==> config.mk <==
export PLATFORM = sky130hd
export DESIGN_NAME = mbox_cycle_seq_flat
export DESIGN_NICKNAME = d
export VERILOG_FILES = /design/src/rtl/mbox_cycle_seq_pkg.sv /design/src/rtl/mbox_cycle_seq_if.sv /design/src/rtl/mbox_cycle_seq_watchdog.sv /design/src/rtl/mbox_cycle_seq.sv /design/src/flat_wrapper.sv
export SDC_FILE = /design/constraint.sdc
export NUM_CORES = 1
export LEC_CHECK = 0
export ABC_CLOCK_PERIOD_IN_PS = 1270
export CAP_MARGIN = 20
export CELL_PAD_IN_SITES_DETAIL_PLACEMENT = 1
export CELL_PAD_IN_SITES_GLOBAL_PLACEMENT = 1
export CORE_MARGIN = 4
export CORE_UTILIZATION = 28
export CTS_CLUSTER_DIAMETER = 120
export DETAILED_ROUTE_END_ITERATION = 12
export GPL_TIMING_DRIVEN = 0
export PLACE_DENSITY = 0.68
export SYNTH_ARGS = -nofsm -noshare
export SYNTH_HDL_FRONTEND = slang
export SYNTH_SLANG_ARGS = --single-unit
==> constraint.sdc <==
create_clock -name clk -period 1.27 [get_ports clk]
set_input_delay 0.1905 -clock clk [delete_from_list [all_inputs] [get_ports clk]]
set_output_delay 0.1905 -clock clk [all_outputs]
set_load 0.01 [all_outputs]
==> src/rtl/mbox_cycle_seq_pkg.sv <==
// Shared types for the EBOX memory-cycle sequencer: state encoding, held
// cycle-type record and the default MBOX no-response limit.
package mbox_cycle_seq_pkg;

  typedef enum logic [2:0] {
    ST_IDLE,
    ST_REQ,
    ST_RD_WAIT,
    ST_WR_WAIT,
    ST_RPW_HOLD,
    ST_PF,
    ST_NXM
  } mcs_state_t;

  typedef struct packed {
    logic rd;
    logic wr;
    logic pause;
    logic fetch;
    logic ldar;
    logic ldarx;
  } mcs_cyc_t;

  localparam int MCS_TIMEOUT_DEFAULT = 1023;

  // States in which the EBOX clock must be held off.
  function automatic logic mcs_stalls(input mcs_state_t s);
    return (s == ST_REQ) || (s == ST_RD_WAIT) || (s == ST_WR_WAIT) ||
           (s == ST_PF)  || (s == ST_NXM);
  endfunction

endpackage

==> src/rtl/mbox_cycle_seq_if.sv <==
// MCL request / MBOX handshake bundle. The sequencer uses the master modport;
// the surrounding EBOX/MBOX logic (or a bench) uses the slave modport.
interface mbox_cycle_seq_if;
  logic MBOX_CYC_REQ, VMA_READ, VMA_WRITE, VMA_PAUSE, VMA_FETCH, LOAD_AR, LOAD_ARX;
  logic MB_ACK, MB_DATA_VALID, MB_WR_TAKEN, PAGE_FAIL;
  logic MB_REQ, MB_RD, MB_WR, RPW_LOCK, MEM_WAIT;
  logic AR_LOAD, ARX_LOAD, FETCH_DONE, PF_TRAP, NXM_ERR, SEQ_ERR;

  modport master (
    input  MBOX_CYC_REQ, VMA_READ, VMA_WRITE, VMA_PAUSE, VMA_FETCH, LOAD_AR, LOAD_ARX,
    input  MB_ACK, MB_DATA_VALID, MB_WR_TAKEN, PAGE_FAIL,
    output MB_REQ, MB_RD, MB_WR, RPW_LOCK, MEM_WAIT,
    output AR_LOAD, ARX_LOAD, FETCH_DONE, PF_TRAP, NXM_ERR, SEQ_ERR
  );

  modport slave (
    output MBOX_CYC_REQ, VMA_READ, VMA_WRITE, VMA_PAUSE, VMA_FETCH, LOAD_AR, LOAD_ARX,
    output MB_ACK, MB_DATA_VALID, MB_WR_TAKEN, PAGE_FAIL,
    input  MB_REQ, MB_RD, MB_WR, RPW_LOCK, MEM_WAIT,
    input  AR_LOAD, ARX_LOAD, FETCH_DONE, PF_TRAP, NXM_ERR, SEQ_ERR
  );
endinterface

==> src/rtl/mbox_cycle_seq_watchdog.sv <==
// MBOX no-response watchdog: cleared on entry to a wait state, counts while
// waiting, flags expiry on the cycle the count reaches TIMEOUT_CYCLES-1.
module mbox_watchdog #(
  parameter int TIMEOUT_CYCLES = 1023,
  parameter int TO_W           = 10
) (
  input  logic clk,
  input  logic rst_n,
  input  logic clr_i,
  input  logic en_i,
  output logic expired_o
);

  localparam logic [TO_W-1:0] LAST = TO_W'(TIMEOUT_CYCLES - 1);

  logic [TO_W-1:0] cnt_q, cnt_d;

  always_comb begin
    cnt_d = cnt_q;
    if (clr_i)     cnt_d = '0;
    else if (en_i) cnt_d = cnt_q + TO_W'(1);
  end

  always_ff @(posedge clk or negedge rst_n) begin
    if (!rst_n) cnt_q <= '0;
    else        cnt_q <= cnt_d;
  end

  assign expired_o = en_i && (cnt_q == LAST);

endmodule

==> src/rtl/mbox_cycle_seq.sv <==
// EBOX memory-cycle sequencer between MCL request decode and the MBOX handshake.
// Optional MBOX no-response watchdog enabled by defining MBOX_CYC_SEQ_TIMEOUT_EN.
module mbox_cycle_seq
  import mbox_cycle_seq_pkg::*;
#(
  parameter int TIMEOUT_CYCLES = MCS_TIMEOUT_DEFAULT,
  parameter int TO_W           = 10
) (
  input  logic              clk,
  input  logic              RESET_N,
  mbox_cycle_seq_if.master  bus
);

  if (TIMEOUT_CYCLES < 2 || TIMEOUT_CYCLES > 65535 || (TIMEOUT_CYCLES >> TO_W) != 0) begin : g_bad_cfg
    $error("mbox_cycle_seq: TIMEOUT_CYCLES must be 2..65535 and below 2**TO_W");
  end

  mcs_state_t state_q, state_d;
  mcs_cyc_t   cyc_q, cyc_d;
  logic       done_q, done_d;        // RD_WAIT: data arrived, load pulses this cycle
  logic       seq_err_q, seq_err_d;
  logic       expired;

`ifdef MBOX_CYC_SEQ_TIMEOUT_EN
  logic wd_en, wd_clr;
  assign wd_en  = (state_q == ST_REQ) || (state_q == ST_WR_WAIT) ||
                  ((state_q == ST_RD_WAIT) && !done_q);
  assign wd_clr = (state_d != state_q);

  mbox_watchdog #(.TIMEOUT_CYCLES(TIMEOUT_CYCLES), .TO_W(TO_W)) u_wdog (
    .clk       (clk),
    .rst_n     (RESET_N),
    .clr_i     (wd_clr),
    .en_i      (wd_en),
    .expired_o (expired)
  );
`else
  assign expired = 1'b0;
`endif

  always_comb begin
    state_d   = state_q;
    cyc_d     = cyc_q;
    done_d    = 1'b0;
    seq_err_d = seq_err_q;

    if (bus.MBOX_CYC_REQ &&
        (state_q == ST_REQ || state_q == ST_RD_WAIT || state_q == ST_WR_WAIT))
      seq_err_d = 1'b1;

    case (state_q)
      ST_IDLE: begin
        if (bus.MBOX_CYC_REQ && (bus.VMA_READ || bus.VMA_WRITE)) begin
          cyc_d.rd    = bus.VMA_READ;
          cyc_d.wr    = bus.VMA_WRITE;
          cyc_d.pause = bus.VMA_PAUSE;
          cyc_d.fetch = bus.VMA_FETCH;
          cyc_d.ldar  = bus.LOAD_AR;
          cyc_d.ldarx = bus.LOAD_ARX;
          state_d     = ST_REQ;
        end
      end
      ST_REQ: begin
        if (bus.PAGE_FAIL)   state_d = ST_PF;
        else if (bus.MB_ACK) state_d = cyc_q.rd ? ST_RD_WAIT : ST_WR_WAIT;
        else if (expired) begin
          state_d   = ST_NXM;
          seq_err_d = 1'b1;
        end
      end
      ST_RD_WAIT: begin
        if (done_q)                 state_d = cyc_q.pause ? ST_RPW_HOLD : ST_IDLE;
        else if (bus.PAGE_FAIL)     state_d = ST_PF;
        else if (bus.MB_DATA_VALID) done_d  = 1'b1;
        else if (expired) begin
          state_d   = ST_NXM;
          seq_err_d = 1'b1;
        end
      end
      ST_WR_WAIT: begin
        if (bus.PAGE_FAIL)        state_d = ST_PF;
        else if (bus.MB_WR_TAKEN) state_d = ST_IDLE;
        else if (expired) begin
          state_d   = ST_NXM;
          seq_err_d = 1'b1;
        end
      end
      ST_RPW_HOLD: begin
        if (bus.PAGE_FAIL) state_d = ST_PF;
        else if (bus.MBOX_CYC_REQ && bus.VMA_WRITE) begin
          // Write half of RPW: the read already happened, so issue a pure write.
          cyc_d.rd    = 1'b0;
          cyc_d.wr    = 1'b1;
          cyc_d.pause = bus.VMA_PAUSE;
          cyc_d.fetch = bus.VMA_FETCH;
          cyc_d.ldar  = bus.LOAD_AR;
          cyc_d.ldarx = bus.LOAD_ARX;
          state_d     = ST_REQ;
        end else if (bus.MBOX_CYC_REQ && bus.VMA_READ) begin
          seq_err_d = 1'b1;
          state_d   = ST_IDLE;
        end
      end
      ST_PF:   state_d = ST_IDLE;
      ST_NXM:  state_d = ST_IDLE;
      default: state_d = ST_IDLE;
    endcase
  end

  always_ff @(posedge clk or negedge RESET_N) begin
    if (!RESET_N) begin
      state_q   <= ST_IDLE;
      cyc_q     <= '0;
      done_q    <= 1'b0;
      seq_err_q <= 1'b0;
    end else begin
      state_q   <= state_d;
      cyc_q     <= cyc_d;
      done_q    <= done_d;
      seq_err_q <= seq_err_d;
    end
  end

  logic deliver;
  assign deliver = (state_q == ST_RD_WAIT) && done_q;

  assign bus.MB_REQ     = (state_q == ST_REQ);
  assign bus.MB_RD      = bus.MB_REQ && cyc_q.rd;
  assign bus.MB_WR      = bus.MB_REQ && cyc_q.wr && !cyc_q.rd;
  assign bus.RPW_LOCK   = (state_q == ST_RPW_HOLD);
  assign bus.MEM_WAIT   = mcs_stalls(state_q);
  assign bus.AR_LOAD    = deliver && cyc_q.ldar;
  assign bus.ARX_LOAD   = deliver && cyc_q.ldarx;
  assign bus.FETCH_DONE = deliver && cyc_q.fetch;
  assign bus.PF_TRAP    = (state_q == ST_PF);
`ifdef MBOX_CYC_SEQ_TIMEOUT_EN
  assign bus.NXM_ERR    = (state_q == ST_NXM);
`else
  assign bus.NXM_ERR    = 1'b0;
`endif
  assign bus.SEQ_ERR    = seq_err_q;

endmodule

==> src/flat_wrapper.sv <==
// flat-port wrapper written by rule: the top's interface ports become plain ports
module mbox_cycle_seq_flat import mbox_cycle_seq_pkg::*;
#(
  parameter int TIMEOUT_CYCLES = MCS_TIMEOUT_DEFAULT,
  parameter int TO_W           = 10
)
  (clk, RESET_N, bus_MBOX_CYC_REQ, bus_VMA_READ, bus_VMA_WRITE, bus_VMA_PAUSE, bus_VMA_FETCH, bus_LOAD_AR, bus_LOAD_ARX, bus_MB_ACK, bus_MB_DATA_VALID, bus_MB_WR_TAKEN, bus_PAGE_FAIL, bus_MB_REQ, bus_MB_RD, bus_MB_WR, bus_RPW_LOCK, bus_MEM_WAIT, bus_AR_LOAD, bus_ARX_LOAD, bus_FETCH_DONE, bus_PF_TRAP, bus_NXM_ERR, bus_SEQ_ERR);
  mbox_cycle_seq_if bus_i ();
  input  logic clk;
  input  logic RESET_N;
  input wire logic [$bits(bus_i.MBOX_CYC_REQ)-1:0] bus_MBOX_CYC_REQ;
  input wire logic [$bits(bus_i.VMA_READ)-1:0] bus_VMA_READ;
  input wire logic [$bits(bus_i.VMA_WRITE)-1:0] bus_VMA_WRITE;
  input wire logic [$bits(bus_i.VMA_PAUSE)-1:0] bus_VMA_PAUSE;
  input wire logic [$bits(bus_i.VMA_FETCH)-1:0] bus_VMA_FETCH;
  input wire logic [$bits(bus_i.LOAD_AR)-1:0] bus_LOAD_AR;
  input wire logic [$bits(bus_i.LOAD_ARX)-1:0] bus_LOAD_ARX;
  input wire logic [$bits(bus_i.MB_ACK)-1:0] bus_MB_ACK;
  input wire logic [$bits(bus_i.MB_DATA_VALID)-1:0] bus_MB_DATA_VALID;
  input wire logic [$bits(bus_i.MB_WR_TAKEN)-1:0] bus_MB_WR_TAKEN;
  input wire logic [$bits(bus_i.PAGE_FAIL)-1:0] bus_PAGE_FAIL;
  output wire logic [$bits(bus_i.MB_REQ)-1:0] bus_MB_REQ;
  output wire logic [$bits(bus_i.MB_RD)-1:0] bus_MB_RD;
  output wire logic [$bits(bus_i.MB_WR)-1:0] bus_MB_WR;
  output wire logic [$bits(bus_i.RPW_LOCK)-1:0] bus_RPW_LOCK;
  output wire logic [$bits(bus_i.MEM_WAIT)-1:0] bus_MEM_WAIT;
  output wire logic [$bits(bus_i.AR_LOAD)-1:0] bus_AR_LOAD;
  output wire logic [$bits(bus_i.ARX_LOAD)-1:0] bus_ARX_LOAD;
  output wire logic [$bits(bus_i.FETCH_DONE)-1:0] bus_FETCH_DONE;
  output wire logic [$bits(bus_i.PF_TRAP)-1:0] bus_PF_TRAP;
  output wire logic [$bits(bus_i.NXM_ERR)-1:0] bus_NXM_ERR;
  output wire logic [$bits(bus_i.SEQ_ERR)-1:0] bus_SEQ_ERR;
  assign bus_i.MBOX_CYC_REQ = bus_MBOX_CYC_REQ;
  assign bus_i.VMA_READ = bus_VMA_READ;
  assign bus_i.VMA_WRITE = bus_VMA_WRITE;
  assign bus_i.VMA_PAUSE = bus_VMA_PAUSE;
  assign bus_i.VMA_FETCH = bus_VMA_FETCH;
  assign bus_i.LOAD_AR = bus_LOAD_AR;
  assign bus_i.LOAD_ARX = bus_LOAD_ARX;
  assign bus_i.MB_ACK = bus_MB_ACK;
  assign bus_i.MB_DATA_VALID = bus_MB_DATA_VALID;
  assign bus_i.MB_WR_TAKEN = bus_MB_WR_TAKEN;
  assign bus_i.PAGE_FAIL = bus_PAGE_FAIL;
  assign bus_MB_REQ = bus_i.MB_REQ;
  assign bus_MB_RD = bus_i.MB_RD;
  assign bus_MB_WR = bus_i.MB_WR;
  assign bus_RPW_LOCK = bus_i.RPW_LOCK;
  assign bus_MEM_WAIT = bus_i.MEM_WAIT;
  assign bus_AR_LOAD = bus_i.AR_LOAD;
  assign bus_ARX_LOAD = bus_i.ARX_LOAD;
  assign bus_FETCH_DONE = bus_i.FETCH_DONE;
  assign bus_PF_TRAP = bus_i.PF_TRAP;
  assign bus_NXM_ERR = bus_i.NXM_ERR;
  assign bus_SEQ_ERR = bus_i.SEQ_ERR;
  mbox_cycle_seq #(.TIMEOUT_CYCLES(TIMEOUT_CYCLES), .TO_W(TO_W)) u_core (.clk(clk), .RESET_N(RESET_N), .bus(bus_i));
endmodule
# == Word-level counts from Yosys, hierarchy flattened ==
# Cells that the tools add are included.
# word_totals
out_inout_bits,11
ff_bits,11
word_cells,69
in_bits,13
# classes
eq_ne,13
reduce_logical,21
mux,26
# op_table
op,n
two-way mux 3 bit,11
two-way mux 6 bit,3
one-hot mux 3 bit (5 select lines),1
one-hot mux 6 bit (2 select lines),1
logical AND 1 bit,11
two-way mux 1 bit,10
"equality test 3 bit, second input constant",3
"equality test 3 x 2 -> 1 bit, second input constant",2
"!= test 3 bit, second input constant",2
logical OR 1 bit,5
AND reduction 5 bit,1
"!= test 2 x 1 -> 1 bit, second input constant",2
"!= test 4 x 2 -> 1 bit, second input constant",1
AND reduction 4 bit,1
"equality test 3 x 1 -> 1 bit, second input constant",1
logical NOT 3 bit,1
"!= test 3 x 2 -> 1 bit, second input constant",1
"!= test 2 bit, second input constant",1
nonzero test 2 bit,1
logical NOT 1 bit,1

# == Longest topological paths before layout ==
# depth
depth_word,9
depth_mapped,5

# == Worst setup path after synthesis ==
# Ideal clock, no wire load.
# synth_path
path_kind,reg2reg
start,reg u_core.state_q[2]
end,reg u_core.cyc_q[0] in the netlist's numbering
setup_ps,125
arrival_ps,1211
required_time_ps,1145
synth_period_minus_slack_ps,1336
setup_slack_ps,-66
path_buffers,1
stages_incl_launch_ff,6
cell_sequence,dfrtp_1 > buf_4 > inv_1 > a22o_1 > nand3_1 > mux2_2
# synth_via
elab_chain_len,3
word_cells_on_any_way,8
classes_between,eq/ne: 4; mux: 1; reduce/logical: 3
# synth_lines
element,line,source
"start, declared",mbox_cycle_seq.sv:18,"mcs_state_t state_q, state_d;"
"start signal, assigned",mbox_cycle_seq.sv:117,state_q <= state_d;
equality test 3 bit or logical NOT 3 bit (tied branches),mbox_cycle_seq.sv:51,case (state_q)
!= test 2 x 1 -> 1 bit (no line) (tied with other cells),--,
AND reduction 4 bit (no line),--,
"end signal, assigned",mbox_cycle_seq.sv:118,cyc_q <= cyc_d;
"end, declared",mbox_cycle_seq.sv:19,"mcs_cyc_t cyc_q, cyc_d;"
# Several ways; a longest one is shown, not always the timed one.
# A chain may end at the register's enable or synchronous reset.

# == Worst setup path after layout ==
# layout_path
start,reg u_core.state_q[0]
end,out bus_FETCH_DONE
# layout_via
elab_chain_len,3
# layout_lines
element,line,source
equality test 3 x 2 -> 1 bit,mbox_cycle_seq.sv:125,assign deliver = (state_q == ST_RD_WAIT) && done_q;
logical AND 1 bit,mbox_cycle_seq.sv:125,
logical AND 1 bit,mbox_cycle_seq.sv:134,assign bus.FETCH_DONE = deliver && cyc_q.fetch;
"end, declared",flat_wrapper.sv:29,output wire logic [$bits(bus_i.FETCH_DONE)-1:0] bus_FETCH_DONE;
# No other way between the ends.

==> run_results.csv <==
group,metric,value,unit
yosys,synth.avg_cell_area,8.89,um^2
power_and_ir_drop,power.leakage,0.580,nW
timing,timing.slew.headroom,65.1,%
timing,fmax,616,MHz
clock_network,cts_tree,"built",
timing,rsz0062_at_grt,"yes",
final_layout,multi_input_area,493,um^2
clock_network,hold_buffers,0,
floorplan,die_area,3300,um^2
timing,period_needed,1.62,ns
yosys,ys_seq_area_share,40.2,%
yosys,netlist_area,684,um^2
final_layout,design_area,1250,um^2
flow_run,cap_viol_max_count,0,
place,post_dp_cell_area,958,um^2
floorplan,initial_core_util,30.1,%
setup_path,cp.arrival,1.43,ns
final_layout,diodes,0,
yosys,netlist_instances,77,
grt,grt_max_degree,12,
yosys,ys_types,32,
power_and_ir_drop,totalPowerFinal,2.65,mW
yosys,ys_dominant_reg_cell,"dfrtp_1",
detailed_routing,via_count,769,
timing,setup_slack,-0.354,ns
floorplan,ios,24,
final_layout,drive_gt1_share,47.1,%
grt,grt_first_pass_wirelength,4.24,mm
timing,skew,0.00117,ns
detailed_routing,dr.pass1.iters,3,
hold_path,hold_class,"input pin to asynchronous set/reset pin",
detailed_routing,viasPerCell,5.23,
setup_path,path_cells,"buf_6 > nand2b_4 > nor2_4 > buf_6 > and3_4 > buf_6",
grt,grt_antenna_before_repair,0,
power_and_ir_drop,ir_drop,1200,uV
place,place_congestion,0.776,
setup_path,crit_top_cell,"buf_6",
final_layout,regArea,275,um^2
setup_path,crit_path_end_kind,"output pin",
final_layout,mostFrequentLayoutCells,"11 x buf_6, 11 x buf_4, 11 x dfrtp_1",
run_status,failed_checks,"setup timing",
place,portBuffers,21,
detailed_routing,antenna_left,0,
yosys,synth-seq-cells,11,
yosys,synth_edf_count,0,
timing,hold_viol,0,
clock_network,cts-root-buf,"clkbuf_4",
final_layout,postLayoutCoreUtil,55.1,%
yosys,synth.area.top_cells,"dfrtp_1 40%, mux2_2 6.6%, nor2_1 4.9%",
yosys,ys_async_sr_fraction,100,%
clock_network,htreeDepth,1,
floorplan,core,2280,um^2
final_layout,finalNetCount,133,
detailed_routing,wire_per_inst,17.7,um
grt,grt_overflow,0,
run_status,run_status,"finished with violations",
clock_network,cts.sink_count,11,
power_and_ir_drop,powerDensity,2110,nW/um^2
detailed_routing,drc_errors,0,
setup_path,path_max_fanout,3,
yosys,postSynthNetCount,90,
floorplan,rows,17,
clock_network,ctsLongestPathBuffers,2,
setup_path,max_stage_delay,0.40,ns
yosys,synth_warnings,0,
setup_path,cp.required,1.08,ns
grt,gr-usage-all-layers,16.2,%
clock_network,clkTransAtPathRegs,0.07,ns
clock_network,numCtsBuffers,3,
timing,slew_viol_final,0,
final_layout,final.fill_count,272,
grt,grt_pass1_vias,875,
floorplan,fp.dieH,57.4,um
setup_path,path_class,"flip-flop to output pin",
yosys,synth.largest_area_cell,"dfrtp_1",
timing,finalSetupViolCount,18,
setup_path,crit_slowest_cell,"dfrtp_1",
place,place_hpwl,1.54,mm
detailed_routing,drt_iter0_markers,14,
timing,finalCritPeriodShare,128,%
setup_path,crit_path_start_kind,"flip-flop",
timing,worst_slew_pin_slew,0.522,ns
detailed_routing,finalWirelength,2.61,mm
yosys,yosys.area.top_type_share,40.2,%
final_layout,syn_to_final_growth,83.4,%
floorplan,die_x,57.4,um
clock_network,clk_latency,0.27,ns
==> what timing repair did <==
action	4_1_cts	5_1_grt
setup endpoints to repair	20	19
buffers inserted	14	4
endpoints found under the hold margin	0	0
pin swaps	9	10
gates resized for setup	70	10
==> layout make-up <==
class,count,share of cell area (%)
plain buffers,6,5.68
clock buffers,4,2.09
inverters,3,1.10
multi-input cells,57,39.3
flip-flops and latches,11,21.9
well taps,28,2.79
repair buffers,38,27.1
==> sequential cells by signal (all words and copies together), names as in the netlist <==
name                flops
u_core.cyc_q            6
u_core.state_q          3
u_core.bus.SEQ_ERR      1
u_core.done_q           1
==> cells in the mapped netlist (2+ instances only) <==
master,number
a21o_1,2
a21oi_1,2
and2_1,2
and3_1,5
buf_2,3
buf_4,2
dfrtp_1,11
inv_1,3
mux2_2,4
mux2i_1,2
nand2_1,2
nand2b_1,3
nand3_1,2
nor2_1,9
nor3_1,5
o21ai_0,4
==> path summary, 6_finish.rpt <==
check                                         startpoint                       endpoint  slack (ns)  cells after the start
max in group asynchronous                        RESET_N    u_core.cyc_q[5]$_DFFE_PN0P_        0.66                      1
min                                              RESET_N    u_core.cyc_q[0]$_DFFE_PN0P_        0.26                      1
max                        u_core.state_q[0]$_DFFE_PN0P_                 bus_FETCH_DONE       -0.35                      6
min in group clk                           bus_PAGE_FAIL  u_core.state_q[1]$_DFFE_PN0P_        0.28                      2
min reg2reg                 u_core.bus.SEQ_ERR$_DFF_PN0_   u_core.bus.SEQ_ERR$_DFF_PN0_        0.47                      1
max reg2reg                u_core.state_q[0]$_DFFE_PN0P_  u_core.state_q[0]$_DFFE_PN0P_       -0.28                      7
==> per-stage QoR <==
stage | worst slack [ns] | hold WS (ns) | std cells | setup TNS, ns
final | -0.354 | 0.261 | 147 | -3.75
after global routing | -0.402 | 0.287 | 147 | -4.76
after CTS | -0.359 | 0.253 | 144 | -2.99
after detailed placement | -0.673 | 0.457 | 126 | -6.68
after global placement | -0.621 | 0.444 | 126 | -6.23
after floorplan | -0.000901 | -0.105 | 77 | -0.000901
==> cell families (layout without fill, tap and decap cells) <==
family / count (synthesis) / in the layout / share of synthesized area (%)
other: 1 / 1 / 0.548
flip-flops: 11 / 11 / 40.2
multiplexers: 6 / 6 / 9.51
AND/OR/NAND/NOR: 33 / 33 / 25.4
buffers and inverters: 9 / 51 / 6.58
AO/OA/AOI/OAI: 17 / 17 / 17.7
==> metal layers <==
layer | GRT usage [%] | wire length, um
met4 | 5.96 | 61
met2 | 28.2 | 1380
met3 | 3.17 | 111
met5 | 0 | 0
met1 | 19.5 | 1050
==> critical path, delay by kind of cell (launching register included) <==
family / cells / cell delay, ns
buffers and inverters: 3 / 0.33
flip-flops: 1 / 0.40
AND/OR/NAND/NOR: 3 / 0.43
==> power breakdown <==
group          switching (mW)  total, mW  internal, mW
clock                   0.123      0.244         0.122
sequential             0.0932      0.577         0.484
combinational           0.823       1.83          1.01
No activity file was read; power rests on OpenSTA's default activity.
